**config.mk**
```make
export PLATFORM = sky130hd
export DESIGN_NAME = sar_search
export DESIGN_NICKNAME = d
export VERILOG_FILES = /design/src/rtl/sar_search.sv
export SDC_FILE = /design/constraint.sdc
export NUM_CORES = 1
export LEC_CHECK = 0
export ABC_AREA = 1
export CORE_MARGIN = 2
export CORE_UTILIZATION = 47
export CTS_BUF_LIST = sky130_fd_sc_hd__clkbuf_16
export DETAILED_ROUTE_END_ITERATION = 12
export PLACE_DENSITY = 0.73
export SLEW_MARGIN = 0
export SYNTH_ARGS = -nofsm -noshare
export SYNTH_HDL_FRONTEND = slang
export SYNTH_SLANG_ARGS = --single-unit
```
**constraint.sdc**
```tcl
create_clock -name clk -period 1.7 [get_ports clk]
set_input_delay 0.51 -clock clk [delete_from_list [all_inputs] [get_ports clk]]
set_output_delay 0.51 -clock clk [all_outputs]
set_load 0.01 [all_outputs]
```
**src/rtl/sar_search.sv**
```systemverilog
// Successive-approximation search: recovers an unknown operand a, MSB first,
// from an external comparator that reports (a > trial) each cycle.
module sar_search #(
  parameter int unsigned WIDTH = 4
) (
  input  logic             clk,
  input  logic             rst,
  input  logic             start,
  input  logic             greater,
  output logic [WIDTH-1:0] trial,
  output logic             busy,
  output logic             done,
  output logic [WIDTH-1:0] result
);

  localparam int unsigned KW = (WIDTH > 1) ? $clog2(WIDTH) : 1;
  localparam logic [WIDTH-1:0] ONES = '1;
  localparam logic [KW-1:0] K_TOP = KW'(WIDTH - 1);

  typedef enum logic {
    IDLE,
    SEARCH
  } state_t;

  state_t           state_q, state_d;
  logic [KW-1:0]    k_q, k_d;
  logic [KW-1:0]    k_m1;
  logic [WIDTH-1:0] trial_d;
  logic [WIDTH-1:0] decided;
  logic [WIDTH-1:0] result_d;
  logic             busy_d;
  logic             done_d;

  // State and output registers; reset abandons any search in progress.
  always_ff @(posedge clk or posedge rst) begin
    if (rst) begin
      state_q <= IDLE;
      k_q     <= K_TOP;
      trial   <= '0;
      busy    <= 1'b0;
      done    <= 1'b0;
      result  <= '0;
    end else begin
      state_q <= state_d;
      k_q     <= k_d;
      trial   <= trial_d;
      busy    <= busy_d;
      done    <= done_d;
      result  <= result_d;
    end
  end

  // Next-state and next-output logic; trial doubles as the decided-bit store
  // because its upper bits are exactly the bits already resolved.
  always_comb begin
    state_d  = state_q;
    k_d      = k_q;
    trial_d  = trial;
    busy_d   = busy;
    done_d   = 1'b0;
    result_d = result;
    k_m1     = k_q - KW'(1);
    decided  = trial;
    decided[k_q] = greater;

    case (state_q)
      IDLE: begin
        busy_d = 1'b0;
        if (start) begin
          state_d = SEARCH;
          k_d     = K_TOP;
          trial_d = ONES >> 1;
          busy_d  = 1'b1;
        end
      end
      SEARCH: begin
        if (k_q == '0) begin
          result_d = decided;
          done_d   = 1'b1;
          busy_d   = 1'b0;
          trial_d  = '0;
          k_d      = K_TOP;
          state_d  = IDLE;
        end else begin
          // Bits below k are already ones, so only bit k-1 needs clearing.
          trial_d       = decided;
          trial_d[k_m1] = 1'b0;
          k_d           = k_m1;
        end
      end
      default: begin
        state_d = IDLE;
        busy_d  = 1'b0;
      end
    endcase
  end

endmodule

```
After elaboration in Yosys (flattened, before gate mapping)
Index checks and enable logic that the tools add are counted.

operators by class
  add/sub/neg operators = 1
  order comparisons = 4
  equality and inequality tests = 2
  muxes and demuxes = 18
  bitwise logic cells = 3
  reductions and logical operators = 4

operator list
  operator               count
  $mux W4                2
  $pmux W4 S2            1
  $mux W1                7
  $lt A2 B3 Y1 const B   2
  $and A4 B4 Y4          1
  $bwmux W4              1
  $demux W1 S2           2
  $ge A2 B1 Y1 const B   2
  $mux W2                2
  $not A4 Y4             1
  $pmux W1 S2            2
  $pmux W2 S2            1
  $logic_and A1 B1 Y1    2
  $logic_not A2 Y1       1
  $ne A2 B1 Y1 const B   1
  $ne A2 B2 Y1 const B   1
  $reduce_and A2 Y1      1
  $sub A2 B1 Y2 const B  1
  $not A1 Y1             1

storage, ports and cells
  register bits after elaboration = 13
  logic and storage cells = 38

Longest topological paths before layout
Gate-level depths: netlist (run 1).

  depth after elaboration = 9
  depth in mapped cells = 7

Worst setup path after synthesis (run 1)
OpenSTA, ideal clock, no wires.

  path kind = register to register
  start = reg k_q[0]
  end = reg result[1]
  arrival = 1.099 ns
  required time = 1.584 ns
  slack = 0.484 ns
  stages on the path, launching flop included = 7
  path buffers = 0
  clock period less this slack = 1.216 ns
  path through = dfstp_2 inv_1 ha_1 nand2_2 inv_2 nand2_1 nand2_1

between the ends
  cells in the longest elaborated chain, start to end = 5

RTL lines
  what                                                                       line  text
  start, declared                                                            26    logic [KW-1:0] k_q, k_d;
  start signal, assigned                                                     45    k_q <= k_d;
  $lt A2 B3 Y1 (not written as such) / $ge A2 B1 Y1 (equally long branches)  64    decided[k_q] = greater;
  $logic_and A1 B1 Y1 (not written as such)                                  64
  $mux W1 (not written as such)                                              64
  $demux W1 S2                                                               64
  $bwmux W4                                                                  64
  end signal, assigned                                                       49    result <= result_d;
  end, declared                                                              13    output logic [WIDTH-1:0] result

Several ways; a longest one is shown, not always the timed one.
A chain may end at the register's enable or synchronous reset.

Worst setup path after layout (run 1)
  start = reg trial[1]
  end = out trial[1]

RTL lines
  what                    line  text
  start, declared         10    output logic [WIDTH-1:0] trial,
  start signal, assigned  46    trial <= trial_d;

No word-level cell between the ends.

==> reports/summary.json, run 1 <==
{
  "run_status": {"value": "finished clean"},
  "critPathCaptureType": {"value": "output port"},
  "drc_errors": {"value": 0},
  "synth_nets": {"value": 89},
  "fraction_of_power_consumed_by_sequential_logic": {"value": 33.6, "unit": "%"},
  "p_per_area": {"value": 1990, "unit": "mW/mm^2"},
  "synthesis.instances": {"value": 78},
  "power.share.combinational": {"value": 41.2, "unit": "%"},
  "fp.coreArea": {"value": 0.00128, "unit": "mm^2"},
  "worst_setup_hold_path_clk_slew": {"value": 0.04, "unit": "ns"},
  "post_synth_top_area_cell": {"value": "sky130_fd_sc_hd__dfrtp_1"},
  "finalHoldWorstSlack": {"value": 0.472, "unit": "ns"},
  "post_syn_area_per_cell": {"value": 8.25, "unit": "um^2"},
  "globalRoute.totalOverflow": {"value": 0},
  "dominantRegCellSynth": {"value": "sky130_fd_sc_hd__dfrtp_1"},
  "edff_count_synth": {"value": 0},
  "core.rowCount": {"value": 13},
  "ctsRootBufferMaster": {"value": "sky130_fd_sc_hd__clkbuf_16"},
  "final_count_of_negative_setup_slack_endpoints": {"value": 0},
  "place_congestion": {"value": 0.756},
  "tritoncts.num_buffers": {"value": 3},
  "hpwl": {"value": 905, "unit": "um"},
  "power.static_leakage": {"value": 0.496, "unit": "nW"},
  "largest_cells_by_area_after_synthesis": {"value": "sky130_fd_sc_hd__dfrtp_1 43%, sky130_fd_sc_hd__nand2_1 21%, sky130_fd_sc_hd__ha_1 14%"},
  "arrival": {"value": 1.15, "unit": "ns"},
  "worst-slew-pin-transition": {"value": 0.492, "unit": "ns"},
  "final_hold_viol_count": {"value": 0},
  "initial_utilization": {"value": 50.0, "unit": "%"},
  "top_level_ports": {"value": 14},
  "post_drt_wl_per_cell": {"value": 11.5, "unit": "um"},
  "yosys_register_bits": {"value": 13},
  "drt_pass1_iterations": {"value": 4},
  "switching_share": {"value": 36.0, "unit": "%"},
  "grtUsageTotal": {"value": 19.6, "unit": "%"},
  "ctsHoldBuffers": {"value": 0},
  "grt_setup_unrepaired": {"value": "no"},
  "synthArstFlopShare": {"value": 100, "unit": "%"},
  "cp_slowest_stage_delay": {"value": 0.54, "unit": "ns"},
  "post-synth-top-count-cell": {"value": "sky130_fd_sc_hd__nand2_1"},
  "clock_power_share": {"value": 25.2, "unit": "%"},
  "antenna_found_initial": {"value": 0},
  "placed_cells_incl_taps": {"value": 106},
  "maximum_number_of_pins_on_one_net_before_global_route_repair": {"value": 14},
  "cts.path.max_buffers": {"value": 2},
  "synth.top_cell.area_share": {"value": 42.8, "unit": "%"},
  "grt_pass1_vias": {"value": 447},
  "number_of_max_slew_violations_in_the_final_report": {"value": 0},
  "post_synth_instance_area": {"value": 643, "unit": "um^2"},
  "hold_path.class": {"value": "flip-flop to flip-flop"},
  "die_area": {"value": 0.00168, "unit": "mm^2"},
  "setup-tns-final": {"value": 0, "unit": "ns"},
  "yosysWarningCount": {"value": 0},
  "critical-path-top-delay-family": {"value": "buffers and inverters"},
  "max_freq": {"value": 0.602, "unit": "GHz"},
  "internal-power": {"value": 1.11, "unit": "mW"},
  "start_kind": {"value": "flip-flop"},
  "final_cell_count_no_fill": {"value": 110},
  "diodes": {"value": 0},
  "port_buffers": {"value": 13},
  "path_cells": {"value": "clkdlybuf4s50_1"},
  "cp.required": {"value": 1.19, "unit": "ns"},
  "crit_fanout": {"value": 3},
  "timing.max_cap.violations": {"value": 0},
  "die-height": {"value": 41.0, "unit": "um"},
  "finalCritPeriodShare": {"value": 97.7, "unit": "%"},
  "path_buf_inv": {"value": 1},
  "synthToLayoutAreaGrowth": {"value": 35.6, "unit": "%"},
  "drt-total-wl": {"value": 1.27, "unit": "mm"},
  "drt-initial-drc-count": {"value": 5},
  "finalCriticalPeriod": {"value": 1.66, "unit": "ns"},
  "cts-htree-levels": {"value": 1},
  "detailroute.via_count": {"value": 527},
  "final_net_count": {"value": 107},
  "synth_cell_types": {"value": 10},
  "cts_sinks": {"value": 13},
  "finClkSkew": {"value": 0.00265, "unit": "ns"},
  "routed_via_density": {"value": 4.79},
  "wire_length_of_the_first_global_routing_pass": {"value": 1.97, "unit": "mm"},
  "die_width": {"value": 41.0, "unit": "um"},
  "cpMaxStageDelayCell": {"value": "sky130_fd_sc_hd__clkdlybuf4s50_1"},
  "max-vdd-ir-drop": {"value": 0.00117, "unit": "V"},
  "clkLatencyLatePin": {"value": 0.24, "unit": "ns"},
  "net-switching-power": {"value": 627, "unit": "uW"},
  "drive_gt1_share": {"value": 7.37, "unit": "%"},
  "critical_path_class": {"value": "flip-flop to output port"},
  "layout.filler_cells": {"value": 114},
  "synth_common_cells": {"value": "36 x sky130_fd_sc_hd__nand2_1, 11 x sky130_fd_sc_hd__dfrtp_1, 10 x sky130_fd_sc_hd__inv_1, 7 x sky130_fd_sc_hd__ha_1, 6 x sky130_fd_sc_hd__nor2_1"},
  "postRouteAntennaNets": {"value": 0},
  "tritoncts_clock_tree": {"value": "built"},
  "slew_headroom": {"value": 67.2, "unit": "%"},
  "share_of_synthesized_area_occupied_by_flip_flops_and_latches": {"value": 51.0, "unit": "%"}
}
## routing by layer
metal	up-vias	share of wire, %	track usage (%)
li1	268	-	-
met1	239	41	21.2
met2	16	50	32.4
met3	4	6.1	6.52
met4	0	1.9	12.5
met5	-	0	0
## final timing paths
path,start,end,cells after the start,slack [ns]
max in group asynchronous,rst,k_q[0],2,0.75
worst max register to register,k_q[0],result[3],6,0.32
min in group asynchronous,rst,result[0],2,0.60
worst min register to register,busy,busy,2,0.47
worst min-delay path,busy,busy,2,0.47
worst max-delay path,trial[1],trial[1],1,0.04
## worst reg2reg max path, cell delays in order, from the launching register on
cell	delay (ns)
sky130_fd_sc_hd__dfstp_2	0.59
sky130_fd_sc_hd__inv_1	0.10
sky130_fd_sc_hd__ha_1	0.23
sky130_fd_sc_hd__nand2_2	0.14
sky130_fd_sc_hd__inv_2	0.08
sky130_fd_sc_hd__nand2_1	0.07
sky130_fd_sc_hd__nand2_1	0.05
## timing repair
| action | CTS | global route |
|---|---|---|
| endpoints found under the setup margin | 1 | 1 |
| resized for setup | 1 | 1 |
| hold endpoints to repair | 0 | 0 |
| buffers inserted | 0 | 0 |
## power groups by stage
| stage | Clock (mW) | Sequential [mW] | Combinational [mW] |
|---|---|---|---|
| final | 0.438 | 0.584 | 0.717 |
| after global routing | 0.464 | 0.607 | 0.821 |
| after global placement | 0 | 0.589 | 0.699 |
| after detailed placement | 0 | 0.588 | 0.725 |
| after floorplan | 0 | 0.620 | 0.378 |
| after CTS | 0.451 | 0.586 | 0.725 |
## cell usage in the layout (no fill, tap or decap), drive strengths merged
cell type	Yosys	layout
a22oi	1	1
clkbuf	0	3
clkdlybuf4s50	0	11
dfrtp	11	11
dfstp	2	2
dlygate4sd2	0	1
dlymetal6s2s	0	1
ha	7	7
inv	11	12
nand2	37	37
nor2	6	6
o21ai	3	3
## final cells by class
class,instances,area (um^2),area share [%]
clock inverters,1,3.75,0.430
flip-flops and latches,13,328,37.6
well taps,15,18.8,2.15
repair buffers,13,131,15.1
multi-input cells,54,274,31.4
clock buffers,3,75.1,8.61
inverters,11,41.3,4.73
## sequential cells by signal, summed over array words and instances (netlist names)
register / flops
done: 1
result: 4
trial: 4
busy: 1
k_q: 2
state_q: 1
## logic make-up (layout without fill, tap and decap cells)
| family | Yosys count | after routing | share of synthesized area [%] |
|---|---|---|---|
| AND/OR/NAND/NOR | 43 | 43 | 25.5 |
| flip-flops | 13 | 13 | 51.0 |
| buffers and inverters | 11 | 28 | 6.42 |
| adder cells (fa/ha/maj) | 7 | 7 | 13.6 |
| AO/OA/AOI/OAI | 4 | 4 | 3.50 |
## through the flow
stage / utilization [%] / power [mW] / setup slack [ns] / cell area, um^2
after detailed placement: 61.6 / 1.31 / 0.191 / 792
after global placement: 61.6 / 1.29 / 0.259 / 792
final: 67.9 / 1.74 / 0.0385 / 872
after global routing: 67.9 / 1.89 / 0.00467 / 872
after floorplan: - / 0.997 / 0.484 / 643
after CTS: 67.7 / 1.76 / 0.0235 / 870
(Power assumes the default switching activity.)
==> run 2, diff against run 1 <==
CORE_UTILIZATION = 49   (was 47)
DONT_BUFFER_PORTS = 1   (was unset)
PLACE_DENSITY = 0.62   (was 0.73)
==> run 2 against run 1 <==
Effect of this change:
- non-clock buffer count shrank 13
- sequential power grew 9.9%
- critical endpoint is now result[1]
- final area shrank 15%
- largest cell class unchanged
- critical path depth grew 5
- largest power group is now sequential cells
- highest routed layer unchanged
- sequential cell count is the same
- die area shrank 3.7%
- worst setup slack gained 0.30 ns
- global-route usage shrank 2.6 points
==> reports/summary.json, run 2 (synthesized netlist as in run 1, its figures left out) <==
{
  "clock_power_share": {"value": 28.0, "unit": "%"},
  "max_freq": {"value": 0.734, "unit": "GHz"},
  "sequential_cell_area": {"value": 328, "unit": "um^2"},
  "finalCritPeriodShare": {"value": 80.1, "unit": "%"},
  "grt_use_met2": {"value": 24.6, "unit": "%"},
  "crit_top_cell": {"value": "sky130_fd_sc_hd__nand2_1"},
  "switching_share": {"value": 38.4, "unit": "%"},
  "multi_input_comb_area": {"value": 274, "unit": "um^2"},
  "finalCriticalPeriod": {"value": 1.36, "unit": "ns"},
  "fp.coreArea": {"value": 0.00127, "unit": "mm^2"},
  "hpwl": {"value": 873, "unit": "um"},
  "mostFrequentLayoutCell": {"value": "sky130_fd_sc_hd__nand2_1"},
  "place_congestion": {"value": 0.797},
  "port_buffers": {"value": 0},
  "drt-total-wl": {"value": 1.19, "unit": "mm"},
  "grtUsageTotal": {"value": 17.0, "unit": "%"},
  "clkLatencyLatePin": {"value": 0.24, "unit": "ns"},
  "antenna_found_initial": {"value": 0},
  "worst-slew-pin-transition": {"value": 0.488, "unit": "ns"},
  "critical_path_class": {"value": "flip-flop to flip-flop"},
  "finalHoldWorstSlack": {"value": 0.181, "unit": "ns"},
  "final_cell_mix": {"value": "36 x sky130_fd_sc_hd__nand2_1, 11 x sky130_fd_sc_hd__inv_1, 11 x sky130_fd_sc_hd__dfrtp_1"},
  "synthToLayoutAreaGrowth": {"value": 15.2, "unit": "%"},
  "tritoncts_clock_tree": {"value": "built"},
  "cts-htree-levels": {"value": 1},
  "final_count_of_negative_setup_slack_endpoints": {"value": 0},
  "report.power.total": {"value": 1.55, "unit": "mW"},
  "core.rowCount": {"value": 13},
  "path_cells": {"value": "inv_1 > ha_1 > nand2_2 > inv_2 > nand2_1 > nand2_1"},
  "critPathCaptureType": {"value": "flip-flop"},
  "dpl-instance-area": {"value": 662, "unit": "um^2"},
  "post-cts-setup-buffers": {"value": 0},
  "hold_path.class": {"value": "primary input to async pin"},
  "cpMaxStageDelayCell": {"value": "sky130_fd_sc_hd__dfstp_2"},
  "layout.filler_cells": {"value": 120},
  "maximum_number_of_pins_on_one_net_before_global_route_repair": {"value": 14},
  "max-vdd-ir-drop": {"value": 0.000948, "unit": "V"},
  "fraction_of_power_consumed_by_sequential_logic": {"value": 41.5, "unit": "%"},
  "biggestRegsByFlops": {"value": "result (4), trial (4), k_q (2)"},
  "ctsRootBufferMaster": {"value": "sky130_fd_sc_hd__clkbuf_16"},
  "arrival": {"value": 1.49, "unit": "ns"},
  "final_hold_viol_count": {"value": 0},
  "groute.layer.met3.usage": {"value": 8.89, "unit": "%"},
  "top_usage_layer": {"value": "met2"},
  "setup-tns-final": {"value": 0, "unit": "ns"},
  "cp.required": {"value": 1.83, "unit": "ns"},
  "routed_via_density": {"value": 4.81},
  "run_status": {"value": "finished clean"},
  "wire_length_of_the_first_global_routing_pass": {"value": 1.74, "unit": "mm"},
  "diodes": {"value": 0},
  "drive_gt1_share": {"value": 8.54, "unit": "%"},
  "postRouteAntennaNets": {"value": 0},
  "drc_errors": {"value": 0},
  "die_area": {"value": 0.00162, "unit": "mm^2"},
  "cts_sinks": {"value": 13},
  "internal-power": {"value": 954, "unit": "uW"},
  "grt_setup_unrepaired": {"value": "no"},
  "drt_pass1_iterations": {"value": 2},
  "ctsHoldBuffers": {"value": 0},
  "die-height": {"value": 40.2, "unit": "um"},
  "finClkSkew": {"value": 0.00311, "unit": "ns"},
  "start_kind": {"value": "flip-flop"},
  "post_cts_resized": {"value": 0},
  "final_net_count": {"value": 94},
  "net-switching-power": {"value": 596, "unit": "uW"},
  "p_per_area": {"value": 2090, "unit": "mW/mm^2"},
  "number_of_max_slew_violations_in_the_final_report": {"value": 0},
  "detailroute.via_count": {"value": 467},
  "initial_utilization": {"value": 50.7, "unit": "%"},
  "finish.instance_area": {"value": 741, "unit": "um^2"},
  "gr-usage-met1": {"value": 20.9, "unit": "%"},
  "cts.path.max_buffers": {"value": 2},
  "post_drt_wl_per_cell": {"value": 12.2, "unit": "um"},
  "top_level_ports": {"value": 14},
  "power.static_leakage": {"value": 0.431, "unit": "nW"},
  "worst_setup_hold_path_clk_slew": {"value": 0.05, "unit": "ns"},
  "die_width": {"value": 40.2, "unit": "um"},
  "timing.max_cap.violations": {"value": 0},
  "drt-initial-drc-count": {"value": 8},
  "power.share.combinational": {"value": 30.5, "unit": "%"},
  "slew_headroom": {"value": 67.4, "unit": "%"},
  "globalRoute.totalOverflow": {"value": 0},
  "grt_pass1_vias": {"value": 394},
  "cp_slowest_stage_delay": {"value": 0.58, "unit": "ns"},
  "crit_fanout": {"value": 7},
  "tritoncts.num_buffers": {"value": 3}
}
[run 2: cell types whose count changed in the layout (fill, tap and decap cells not counted), sizes merged]
cell	delta
dlymetal6s2s	-1
clkdlybuf4s50	-11
dlygate4sd2	-1
[run 2: stage by stage]
stage | utilization [%] | setup slack, ns | instances
after floorplan | - | 0.484 | 78
after CTS | 58.4 | 0.331 | 97
after global routing | 58.4 | 0.245 | 97
after detailed placement | 52.2 | 0.347 | 93
final | 58.4 | 0.338 | 97
after global placement | 52.2 | 0.386 | 93
[run 2: cell type report]
type | instances | area share (%)
clock buffer | 3 | 10.1
clock inverter | 1 | 0.507
multi-input combinational | 54 | 37.0
inverter | 11 | 5.57
sequential | 13 | 44.3
tap | 15 | 2.53
[run 2: worst max-delay path: cells and delay by family, from the launching register on]
| family | cells | cell delay, ns |
|---|---|---|
| fa+ha+maj | 1 | 0.23 |
| buf+inv | 2 | 0.17 |
| flops | 1 | 0.58 |
| simple gates | 3 | 0.26 |
[run 2: power groups by stage]
stage	registers, mW	clock network (mW)	logic [mW]
5_1_grt	0.673	0.452	0.557
3_3_place_gp	0.645	0	0.469
4_1_cts	0.645	0.435	0.481
2_1_floorplan	0.620	0	0.378
6_report	0.642	0.434	0.473
3_5_place_dp	0.649	0	0.470
[run 2: final timing paths]
| path | start | end | slack [ns] | cells after the start |
|---|---|---|---|---|
| min in group clk | greater | result[0] | 0.40 | 2 |
| worst max-delay path | k_q[0] | result[1] | 0.34 | 6 |
| max in group asynchronous | rst | k_q[1] | 1.17 | 1 |
| worst min register to register | state_q | k_q[1] | 0.53 | 1 |
| worst min-delay path | rst | done | 0.18 | 1 |
| worst max register to register | k_q[0] | result[1] | 0.34 | 6 |
[run 2: layer usage]
layer  vias up  part of all wire, %
li1        240                    -
met1       212                   49
met2        13                   44
met3         2                  6.2
met4         0                 0.76
met5         -                    0
==> RTL edit 1, RTL diff (settings of run 1) <==
Set the parameter `WIDTH` to 8 (it was 4).
--- a/src/rtl/sar_search.sv
+++ b/src/rtl/sar_search.sv
@@ -1,7 +1,7 @@
 // Successive-approximation search: recovers an unknown operand a, MSB first,
 // from an external comparator that reports (a > trial) each cycle.
 module sar_search #(
-  parameter int unsigned WIDTH = 4
+  parameter int unsigned WIDTH = 8
 ) (
   input  logic             clk,
   input  logic             rst,
Interface: changed (resized result and trial); port bits go from 14 to 22. The function was not compared with the original's and may differ.
==> RTL edit 1 against run 1 <==
Clock power grew 13%; design area grew 73%; setup slack lost 0.0016 ns; critical endpoint is now trial[5]; total power grew 76%; wire length grew 100%; global-route usage grew 1.2 points; via count grew 100%; area after synthesis grew 80%; register-to-register slack lost 0.13 ns; sequential cell count grew 9.
==> RTL edit 1: results (changes against run 1) <==
Sequential area share after synthesis -> 0.478 (-0.0318)
Post-route clock skew -> 0.00318 ns (+0.000530 ns)
R2R setup slack -> 0.19 ns (-0.13 ns)
RR Endpoint -> trial[6]
Hold_ws -> 0.482 ns (+0.0107 ns)
Global-route wire length before repair -> 4240 um (+120%)
Leakage -> 0.851 nW (+72%)
Status -> finished, final reports clean
Mean routed wirelength per cell -> 13.0 um (+13%)
Port buffer count -> 21 (+8)
Distinct cells, synth -> 21 (+11)
Met3 Use GR -> 0.0750 (+0.00978)
Synth Area per Inst -> 8.00 um^2 (-3.0%)
Gr usage total -> 0.208 (+0.0119)
Met3 wire len -> 183 um (+130%)
Post-synthesis compound-gate area fraction -> 0.0518 (+0.0168)
Cell area power density -> 2030 nW/um^2 (+1.8%)
Cells after DPL -> 193 (+82%)
Post-synth net total -> 151 (+70%)
Synth Area in Adders -> 0.0216 (-0.115)
Max_slew headroom -> 0.787 (+0.116)
DP HPWL -> 1820 um (+100%)
FF/Latch Area -> 554 um^2 (+69%)
Share of cells above drive strength 1 -> 0.148 (+0.0742)
Met1 usage -> 0.261 (+0.0490)
Hold path depth -> 1 (-1)
==> RTL edit 1: cells by family after synthesis <==
family / after synthesis
adders and majority gates: 2
AOI/OAI and AO/OA: 11
and+or+nand+nor: 92
DFF: 22
buffers and inverters: 18
==> RTL edit 1: how the worst max path moves through the flow <==
stage               startpoint        end  slack, ns  cells after the start
global placement       greater   trial[3]        0.1                      5
CTS                   trial[0]   trial[0]       0.01                      1
finish                trial[5]   trial[5]       0.04                      1
detailed placement     greater   trial[7]       0.09                      5
floorplan               k_q[1]   trial[6]       0.17                      7
global route         result[1]  result[1]      0.001                      1
==> RTL edit 1: area by class of cell <==
| type | count | share of cell area |
|---|---|---|
| Tap cell | 28 | 0.0233 |
| Clock buffer | 3 | 0.0498 |
| Clock inverter | 1 | 0.00249 |
| Timing Repair Buffer | 27 | 0.183 |
| Multi-Input combinational cell | 105 | 0.346 |
| Inverter | 11 | 0.0274 |
| Sequential cell | 22 | 0.368 |
==> RTL edit 2, RTL diff (settings of run 1) <==
Without the edit above. Take the reset off `result` and load it in a clocked block of its own.
--- a/src/rtl/sar_search.sv
+++ b/src/rtl/sar_search.sv
@@ -39,15 +39,17 @@
       trial   <= '0;
       busy    <= 1'b0;
       done    <= 1'b0;
-      result  <= '0;
     end else begin
       state_q <= state_d;
       k_q     <= k_d;
       trial   <= trial_d;
       busy    <= busy_d;
       done    <= done_d;
-      result  <= result_d;
     end
+  end
+
+  always_ff @(posedge clk) begin
+    result <= result_d;
   end
 
   // Next-state and next-output logic; trial doubles as the decided-bit store
Check against the original RTL: differs if rst is asserted again (counterexample within 10 cycles, from zero or initial values and one cycle with rst high); with rst held inactive, the same outputs for 10 cycles.
==> RTL edit 2 against run 1 <==
Area after synthesis decreased by 0.78%; utilization fell by 0.097 points; largest power group unchanged; sequential cell count is the same; via count is 11% lower; wire length shrank 13%; highest routed layer unchanged; design area decreased by 0.14%; total power fell by 1.1%; critical path depth did not move; register-to-register slack got worse by 0.07 ns; setup slack is essentially flat; non-clock buffer count unchanged.
==> RTL edit 2: results (changes against run 1) <==
DP HPWL -> 813 um (-10%)
Status -> finished, final reports clean
Most common library cells after synthesis -> inv_1 (12), nand2_1 (9), nor2_1 (8)
Nets@finish -> 95 (-11%)
Initial detailed-routing violation count -> 11 (+6)
Number of synthesized flops with an enable pin -> 4 (+4)
Mean routed wirelength per cell -> 11.2 um (-2.7%)
Post-synth net total -> 77 (-13%)
Worst slack, placed -> 0.196 ns (+0.00496 ns)
Worst Hold Class -> input port to async pin
DR vias -> 467 (-11%)
Worst-Margin Slew -> 0.353 ns (-0.139 ns)
Met3 Use GR -> 0.0326 (-0.0326)
Gr usage total -> 0.183 (-0.0131)
Vias in the first global route -> 433 (-3.1%)
Layout fillers -> 113 (-0.88%)
Post-synthesis compound-gate area fraction -> 0.0667 (+0.0316)
Share of cells above drive strength 1 -> 0.0964 (+0.0227)
Comb power frac -> 0.391 (-0.021)
Global-route wire length before repair -> 1860 um (-5.6%)
Peak supply drop -> 970 uV (-17%)
Distinct cells, synth -> 15 (+5)
Total power -> 1.72 mW (-1.1%)
Met1 usage -> 0.207 (-0.00471)
Routability cong. -> 0.773 (+2.2%)
Resize count post-CTS -> 0 (-1)
Largest net degree at the start of global routing -> 10 (-4)
==> RTL edit 2: worst register-to-register path: stages, from the launching register on <==
cell     delay, ns
dfstp_2       0.59
inv_1         0.09
ha_1          0.27
inv_1         0.09
nand2_1       0.06
o21ai_0       0.14
inv_1         0.06
nor2_1        0.08
==> RTL edit 2: metal layers <==
| metal | wire [um] | vias to the layer above |
|---|---|---|
| met3 | 43 | 2 |
| met5 | 0 | - |
| met1 | 446 | 214 |
| met4 | 8 | 0 |
| met2 | 603 | 12 |
| li1 | - | 239 |
==> RTL edit 2: worst paths after layout <==
kind	startpoint	to	slack, ns	cells after the start
max	trial[0]	trial[0]	0.04	1
max in group asynchronous	rst	k_q[1]	0.86	2
max reg2reg	k_q[0]	trial[0]	0.25	7
min in group clk	trial[2]	trial[2]	0.55	2
min reg2reg	trial[2]	trial[2]	0.55	2
min	rst	trial[0]	0.54	2
==> RTL edit 2: final cells by class <==
type | count | share of cell area
tap | 15 | 0.0216
inverter | 14 | 0.0603
timing repair buffer | 13 | 0.155
multi-input combinational | 39 | 0.273
clock buffer | 3 | 0.0862
clock inverter | 1 | 0.00431
sequential | 13 | 0.399
==> RTL edit 2: cell families (layout without fill, tap and decap cells) <==
kind of cell,count (synthesis),count (layout)
AO/OA/AOI/OAI,8,8
adder cells (fa/ha/maj),7,7
buffers and inverters,14,31
flip-flops,13,13
AND/OR/NAND/NOR,24,24
==> RTL edit 2: per-stage QoR <==
step | instances | hold slack [ns] | area [um^2]
after CTS | 98 | 0.547 | 866
after global routing | 98 | 0.597 | 871
after detailed placement | 94 | 0.537 | 787
after floorplan | 66 | 0.336 | 638
final | 98 | 0.537 | 871
after global placement | 94 | 0.532 | 787
